**config.mk**
```make
export PLATFORM = sky130hd
export DESIGN_NAME = serial_adder_flat
export DESIGN_NICKNAME = d
export VERILOG_FILES = /design/src/rtl/serial_adder_if.sv /design/src/rtl/serial_adder.sv /design/src/flat_wrapper.sv
export SDC_FILE = /design/constraint.sdc
export NUM_CORES = 1
export LEC_CHECK = 0
export BUFFER_PORTS_ARGS = -buffer_cell sky130_fd_sc_hd__buf_2
export CAP_MARGIN = 0
export CELL_PAD_IN_SITES_DETAIL_PLACEMENT = 1
export CELL_PAD_IN_SITES_GLOBAL_PLACEMENT = 2
export CORE_ASPECT_RATIO = 0.9
export CORE_MARGIN = 2
export CORE_UTILIZATION = 36
export CTS_BUF_LIST = sky130_fd_sc_hd__clkbuf_8
export DETAILED_ROUTE_END_ITERATION = 12
export GPL_TIMING_DRIVEN = 0
export PLACE_DENSITY_LB_ADDON = 0.1
export SLEW_MARGIN = 30
export SYNTH_ARGS = -nofsm -noshare
export SYNTH_HDL_FRONTEND = slang
export SYNTH_SLANG_ARGS = --single-unit
```
**constraint.sdc**
```tcl
create_clock -name clk -period 2.5 [get_ports clk]
set_input_delay 0.125 -clock clk [delete_from_list [all_inputs] [get_ports clk]]
set_output_delay 0.125 -clock clk [all_outputs]
set_load 0.01 [all_outputs]
```
**src/rtl/serial_adder_if.sv**
```systemverilog
// serial_adder_if: operand/result bus with start/busy/done handshake for serial_adder
//   start, a, b      : driven by the requester (master)
//   busy, done, sum, cout : driven by the adder (slave)
interface serial_adder_if #(
    parameter int WIDTH = 8
);
    logic             start;
    logic [WIDTH-1:0] a;
    logic [WIDTH-1:0] b;
    logic             busy;
    logic             done;
    logic [WIDTH-1:0] sum;
    logic             cout;
    modport master (output start, a, b, input busy, done, sum, cout);
    modport slave (input start, a, b, output busy, done, sum, cout);
endinterface

```
**src/rtl/serial_adder.sv**
```systemverilog
// serial_adder: bit-serial WIDTH-bit adder, one full-add slice per cycle, LSB first
//   clk  : rising-edge clock
//   rst  : synchronous active-high reset
//   bus  : slave side of serial_adder_if (start/a/b in, busy/done/sum/cout out)
module serial_adder #(
    parameter int WIDTH = 8
) (
    input logic            clk,
    input logic            rst,
    serial_adder_if.slave  bus
);
    localparam int CW = $clog2(WIDTH);
    typedef enum logic [1:0] {IDLE, RUN, DONE} state_t;
    state_t           state_q, state_d;
    logic [WIDTH-1:0] sha_q, sha_d, shb_q, shb_d, acc_q, acc_d, sum_q, sum_d;
    logic [CW-1:0]    cnt_q, cnt_d;
    logic             carry_q, carry_d, cout_q, cout_d;
    logic             s, c;
    always_ff @(posedge clk) begin
        if (rst) begin
            state_q <= IDLE;
            sha_q   <= '0;
            shb_q   <= '0;
            acc_q   <= '0;
            sum_q   <= '0;
            cnt_q   <= '0;
            carry_q <= 1'b0;
            cout_q  <= 1'b0;
        end else begin
            state_q <= state_d;
            sha_q   <= sha_d;
            shb_q   <= shb_d;
            acc_q   <= acc_d;
            sum_q   <= sum_d;
            cnt_q   <= cnt_d;
            carry_q <= carry_d;
            cout_q  <= cout_d;
        end
    end
    // Full-add slice on the current LSBs of the operand shift registers.
    assign s = sha_q[0] ^ shb_q[0] ^ carry_q;
    assign c = (sha_q[0] & shb_q[0]) | (carry_q & (sha_q[0] ^ shb_q[0]));
    always_comb begin
        state_d = state_q;
        sha_d   = sha_q;
        shb_d   = shb_q;
        acc_d   = acc_q;
        sum_d   = sum_q;
        cnt_d   = cnt_q;
        carry_d = carry_q;
        cout_d  = cout_q;
        case (state_q)
            IDLE, DONE: begin
                // DONE accepts start exactly like IDLE, giving back-to-back operation.
                state_d = IDLE;
                if (bus.start) begin
                    sha_d   = bus.a;
                    shb_d   = bus.b;
                    acc_d   = '0;
                    cnt_d   = '0;
                    carry_d = 1'b0;
                    state_d = RUN;
                end
            end
            RUN: begin
                sha_d   = sha_q >> 1;
                shb_d   = shb_q >> 1;
                acc_d   = {s, acc_q[WIDTH-1:1]};
                carry_d = c;
                cnt_d   = cnt_q + 1'b1;
                if (cnt_q == CW'(WIDTH - 1)) begin
                    sum_d   = {s, acc_q[WIDTH-1:1]};
                    cout_d  = c;
                    cnt_d   = '0;
                    state_d = DONE;
                end
            end
            default: state_d = IDLE;
        endcase
    end
    assign bus.busy = (state_q == RUN);
    assign bus.done = (state_q == DONE);
    assign bus.sum  = sum_q;
    assign bus.cout = cout_q;
endmodule

```
**src/flat_wrapper.sv**
```systemverilog
// flat-port wrapper written by rule: the top's interface ports become plain ports
module serial_adder_flat 
#(
    parameter int WIDTH = 8
)
  (clk, rst, bus_start, bus_a, bus_b, bus_busy, bus_done, bus_sum, bus_cout);
  serial_adder_if #(.WIDTH(WIDTH)) bus_i ();
  input logic clk;
  input logic rst;
  input wire logic [$bits(bus_i.start)-1:0] bus_start;
  input wire logic [$bits(bus_i.a)-1:0] bus_a;
  input wire logic [$bits(bus_i.b)-1:0] bus_b;
  output wire logic [$bits(bus_i.busy)-1:0] bus_busy;
  output wire logic [$bits(bus_i.done)-1:0] bus_done;
  output wire logic [$bits(bus_i.sum)-1:0] bus_sum;
  output wire logic [$bits(bus_i.cout)-1:0] bus_cout;
  assign bus_i.start = bus_start;
  assign bus_i.a = bus_a;
  assign bus_i.b = bus_b;
  assign bus_busy = bus_i.busy;
  assign bus_done = bus_i.done;
  assign bus_sum = bus_i.sum;
  assign bus_cout = bus_i.cout;
  serial_adder #(.WIDTH(WIDTH)) u_core (.clk(clk), .rst(rst), .bus(bus_i));
endmodule
```
==> flow_summary.rst <==
.. list-table::
   :header-rows: 1

   * - Metric
     - Value
   * - Status
     - completed
   * - HPWL Detailed
     - between 2000 and 3000 um
   * - Area delta synth->final
     - 19.3%
   * - Type of element launching the critical path
     - flip-flop
   * - Number of remaining DRC errors
     - 0
   * - Largest area contributor in the synthesized netlist
     - dfxtp_1
   * - Root Buffer Master
     - clkbuf_8
   * - Largest net degree at the start of global routing
     - 12
   * - Crit share post-route
     - between 60% and 70%
   * - Fill count
     - approximately 520
   * - Fraction of registers with async set/reset
     - 0%
   * - Antenna violations before repair
     - 0
   * - LEAKAGE
     - about 0.75 nW
   * - DRT iter0 DRCs
     - 52
   * - Maximum number of buffers from clock root to sink
     - 2
   * - Number of H-tree branching levels
     - 2
   * - Gpl congestion
     - 0.728
   * - Final worst path period need
     - about 1.5 ns
   * - Post-CTS setup buffers
     - 0
   * - Synth cell types
     - 21
   * - Post-Route WL
     - roughly 4000 um
   * - Average size of a mapped cell
     - between 8 and 9 sq um
   * - Maximum fanout count along the critical path
     - 10
   * - Area of placed instances
     - approximately 1800 sq um
   * - Pwr dens
     - roughly 650 nW/um^2
   * - DIE AREA
     - just under 5000 sq um
   * - Starting density of the core
     - between 30% and 40%
   * - Fin area
     - approximately 1900 sq um
   * - Post-synthesis instance area
     - around 1600 sq um
   * - Count of endpoints failing hold in the final timing report
     - 0
   * - Family with the most delay on the worst path
     - adder cells
   * - Wire length of the first global-routing pass
     - 6860 um
   * - Seq cells post-synth
     - 38
   * - Sequential share of the synthesized area
     - 48.0%
   * - Worst EP required
     - between 2 and 3 ns
   * - Slowest CP cell
     - buf_1
   * - Fraction of post-synthesis cell area in the top cell type by area
     - 48.0%
   * - TritonCTS clock tree
     - done
   * - Number of synthesized flops with an enable pin
     - 0
   * - Synth area leaders
     - dfxtp_1 48%, nand2_1 11%, a21oi_1 6.6%, nand3_1 6.6%, a311oi_2 5.7%
   * - Transition time of the tightest slew-check pin
     - between 0.6 and 0.7 ns
   * - Number of I/O pins
     - 30
   * - Post-Route Setup TNS
     - 0 ns
   * - Aggregate global-route resource usage
     - between 10% and 20%
   * - Fmax
     - about 0.66 GHz
   * - Die Span Y
     - ~67 um
   * - Fraction of layout instances using a drive strength above 1
     - a little under a quarter
   * - Final setup violation count
     - 0
   * - Routed Antenna Nets
     - 0
   * - Setup repair after global routing missed its margin
     - no
   * - Antenna diode count
     - 0
   * - Max Clock Skew
     - 0.00698 ns
   * - Total CTS buffers
     - 5
   * - Nets
     - roughly 250
   * - Flip-flop cell with the highest count after synthesis
     - dfxtp_1
   * - Die boundary width
     - about 74 um
   * - Worst Hold Class
     - input port to flip-flop
   * - Via count of the first global-routing pass
     - 1486
   * - Rel. slew slack
     - 57.2%
   * - Warnings, synthesis
     - 0
   * - Post-DR vias/cell
     - between 4 and 5
   * - Critical path data arrival time
     - about 1.7 ns
   * - Max IR drop VDD
     - approximately 0.00034 V
   * - Std-Cell Core Area
     - roughly 4200 sq um
   * - Series of cell instances along the critical path
     - ha_1 -> ha_1 -> buf_1 -> nand3_1 -> a21oi_1
   * - Path type of the worst setup path
     - flip-flop to flip-flop
   * - Per-cell routed wire length
     - about 14 um
   * - Number of sinks on the clock net
     - 38
   * - Gr ovfl total
     - 0
   * - Via Count
     - between 1k and 1.5k
   * - Cell seen most often among critical-path stages
     - ha_1
   * - Number of max-cap violations
     - 0
   * - Total nets after synthesis
     - between 200 and 250
   * - Clk Latency, worst-skew pair
     - 0.29 ns
   * - Row cnt
     - 22
   * - Resized cells post-CTS
     - 0
   * - Port Buffer Count
     - 28
   * - Critical path buffer and inverter count
     - 1
   * - Post-synthesis cell count
     - roughly 190
   * - Critical Path End Type
     - flip-flop
   * - Crit path largest cell delay
     - around 0.39 ns
   * - DR pass1 iterations
     - 4
   * - Clock transition at path regs
     - 0.07 ns
   * - Hold buffer count at CTS
     - 0
   * - Max Transition Viols Final
     - 0
-- flip-flops by register name, indices dropped and copies added, names as in the netlist --
name and flops:
u_core.sha_q 8, u_core.carry_q 1, u_core.bus.cout 1, u_core.shb_q 8, u_core.bus.sum 8, u_core.cnt_q 3
u_core.acc_q 7, u_core.state_q 2
-- cells by family after synthesis --
| kind of cell | after synthesis | share of synthesized area [%] |
|---|---|---|
| AND/OR/NAND/NOR | 93 | 25.1 |
| flip-flops | 38 | 48.0 |
| AO/OA/AOI/OAI | 37 | 17.6 |
| buffers and inverters | 18 | 6.47 |
| adder cells (fa/ha/maj) | 3 | 2.84 |
-- Yosys cell counts, types with 2 or more instances --
cell type,number
a21oi_1,21
a311oi_1,8
a311oi_2,6
buf_2,7
buf_4,3
buf_6,2
clkbuf_1,4
dfxtp_1,38
ha_1,2
nand2_1,48
nand2b_1,2
nand3_1,21
nand3b_1,2
nor2_1,17
nor2b_1,2
-- report_power, final --
| part | switching [W] | leakage [nW] | total (W) | internal, W |
|---|---|---|---|---|
| Clock | 0.000211 | 0.0524 | 0.000429 | 0.000218 |
| Sequential | 0.0000173 | 0.310 | 0.000651 | 0.000634 |
| Combinational | 0.0000960 | 0.391 | 0.000158 | 0.0000621 |
-- metal layers --
metal  track usage (%)  up-vias  share of wire [%]
li1                  -      715                  -
met1              23.2      669                 49
met2              30.8       21                 47
met3              3.78        8                3.1
met4              6.82        0                1.5
met5                 0        -                  0
-- final timing paths --
kind | from | endpoint | slack (ns) | depth (start not counted)
setup / recovery | u_core.cnt_q[0]$_SDFFE_PP0P_ | u_core.bus.sum[7]$_SDFFE_PP0P_ | 0.99 | 5
setup reg to reg | u_core.cnt_q[0]$_SDFFE_PP0P_ | u_core.bus.sum[7]$_SDFFE_PP0P_ | 0.99 | 5
hold reg to reg | u_core.bus.sum[2]$_SDFFE_PP0P_ | u_core.bus.sum[2]$_SDFFE_PP0P_ | 0.45 | 2
hold / removal | bus_b[7] | u_core.shb_q[7]$_SDFFE_PP0P_ | 0.09 | 3
-- metrics by stage --
stage / util (%) / cells / hold slack (ns) / worst slack (ns) / total power (W)
finish: 45.5 / 285 / 0.0856 / 0.990 / 0.00124
global route: 45.5 / 285 / 0.0765 / 0.853 / 0.00130
CTS: 45.5 / 285 / 0.0743 / 0.979 / 0.00126
detailed placement: 43.3 / 277 / 0.383 / 1.00 / 0.000825
global placement: 43.3 / 277 / 0.370 / 1.05 / 0.000815
floorplan: - / 189 / 0.261 / 1.26 / 0.000772
-- layout make-up --
class	count	area (sq um)	area share [%]
Sequential cell	38	761	40.2
Inverter	1	3.75	0.198
Clock inverter	2	8.76	0.463
Tap cell	60	75.1	3.97
Clock buffer	6	82.6	4.37
Buffer	17	98.8	5.22
Timing Repair Buffer	28	140	7.41
Multi-Input combinational cell	133	722	38.2
-- worst register-to-register path, cell delays in order, from the launching register on --
cell	delay [ns]
dfxtp_1	0.36
ha_1	0.17
ha_1	0.22
buf_1	0.39
nand3_1	0.15
a21oi_1	0.15
-- layout by cell type (no fill, tap or decap), types with 3 or more instances in the layout --
cell type	n
nand2_1	48
dfxtp_1	38
buf_2	35
nand3_1	21
a21oi_1	21
nor2_1	17
a311oi_1	8
a311oi_2	6
clkbuf_8	6
clkbuf_1	4
buf_4	3
No activity file was read; power rests on OpenSTA's default activity.
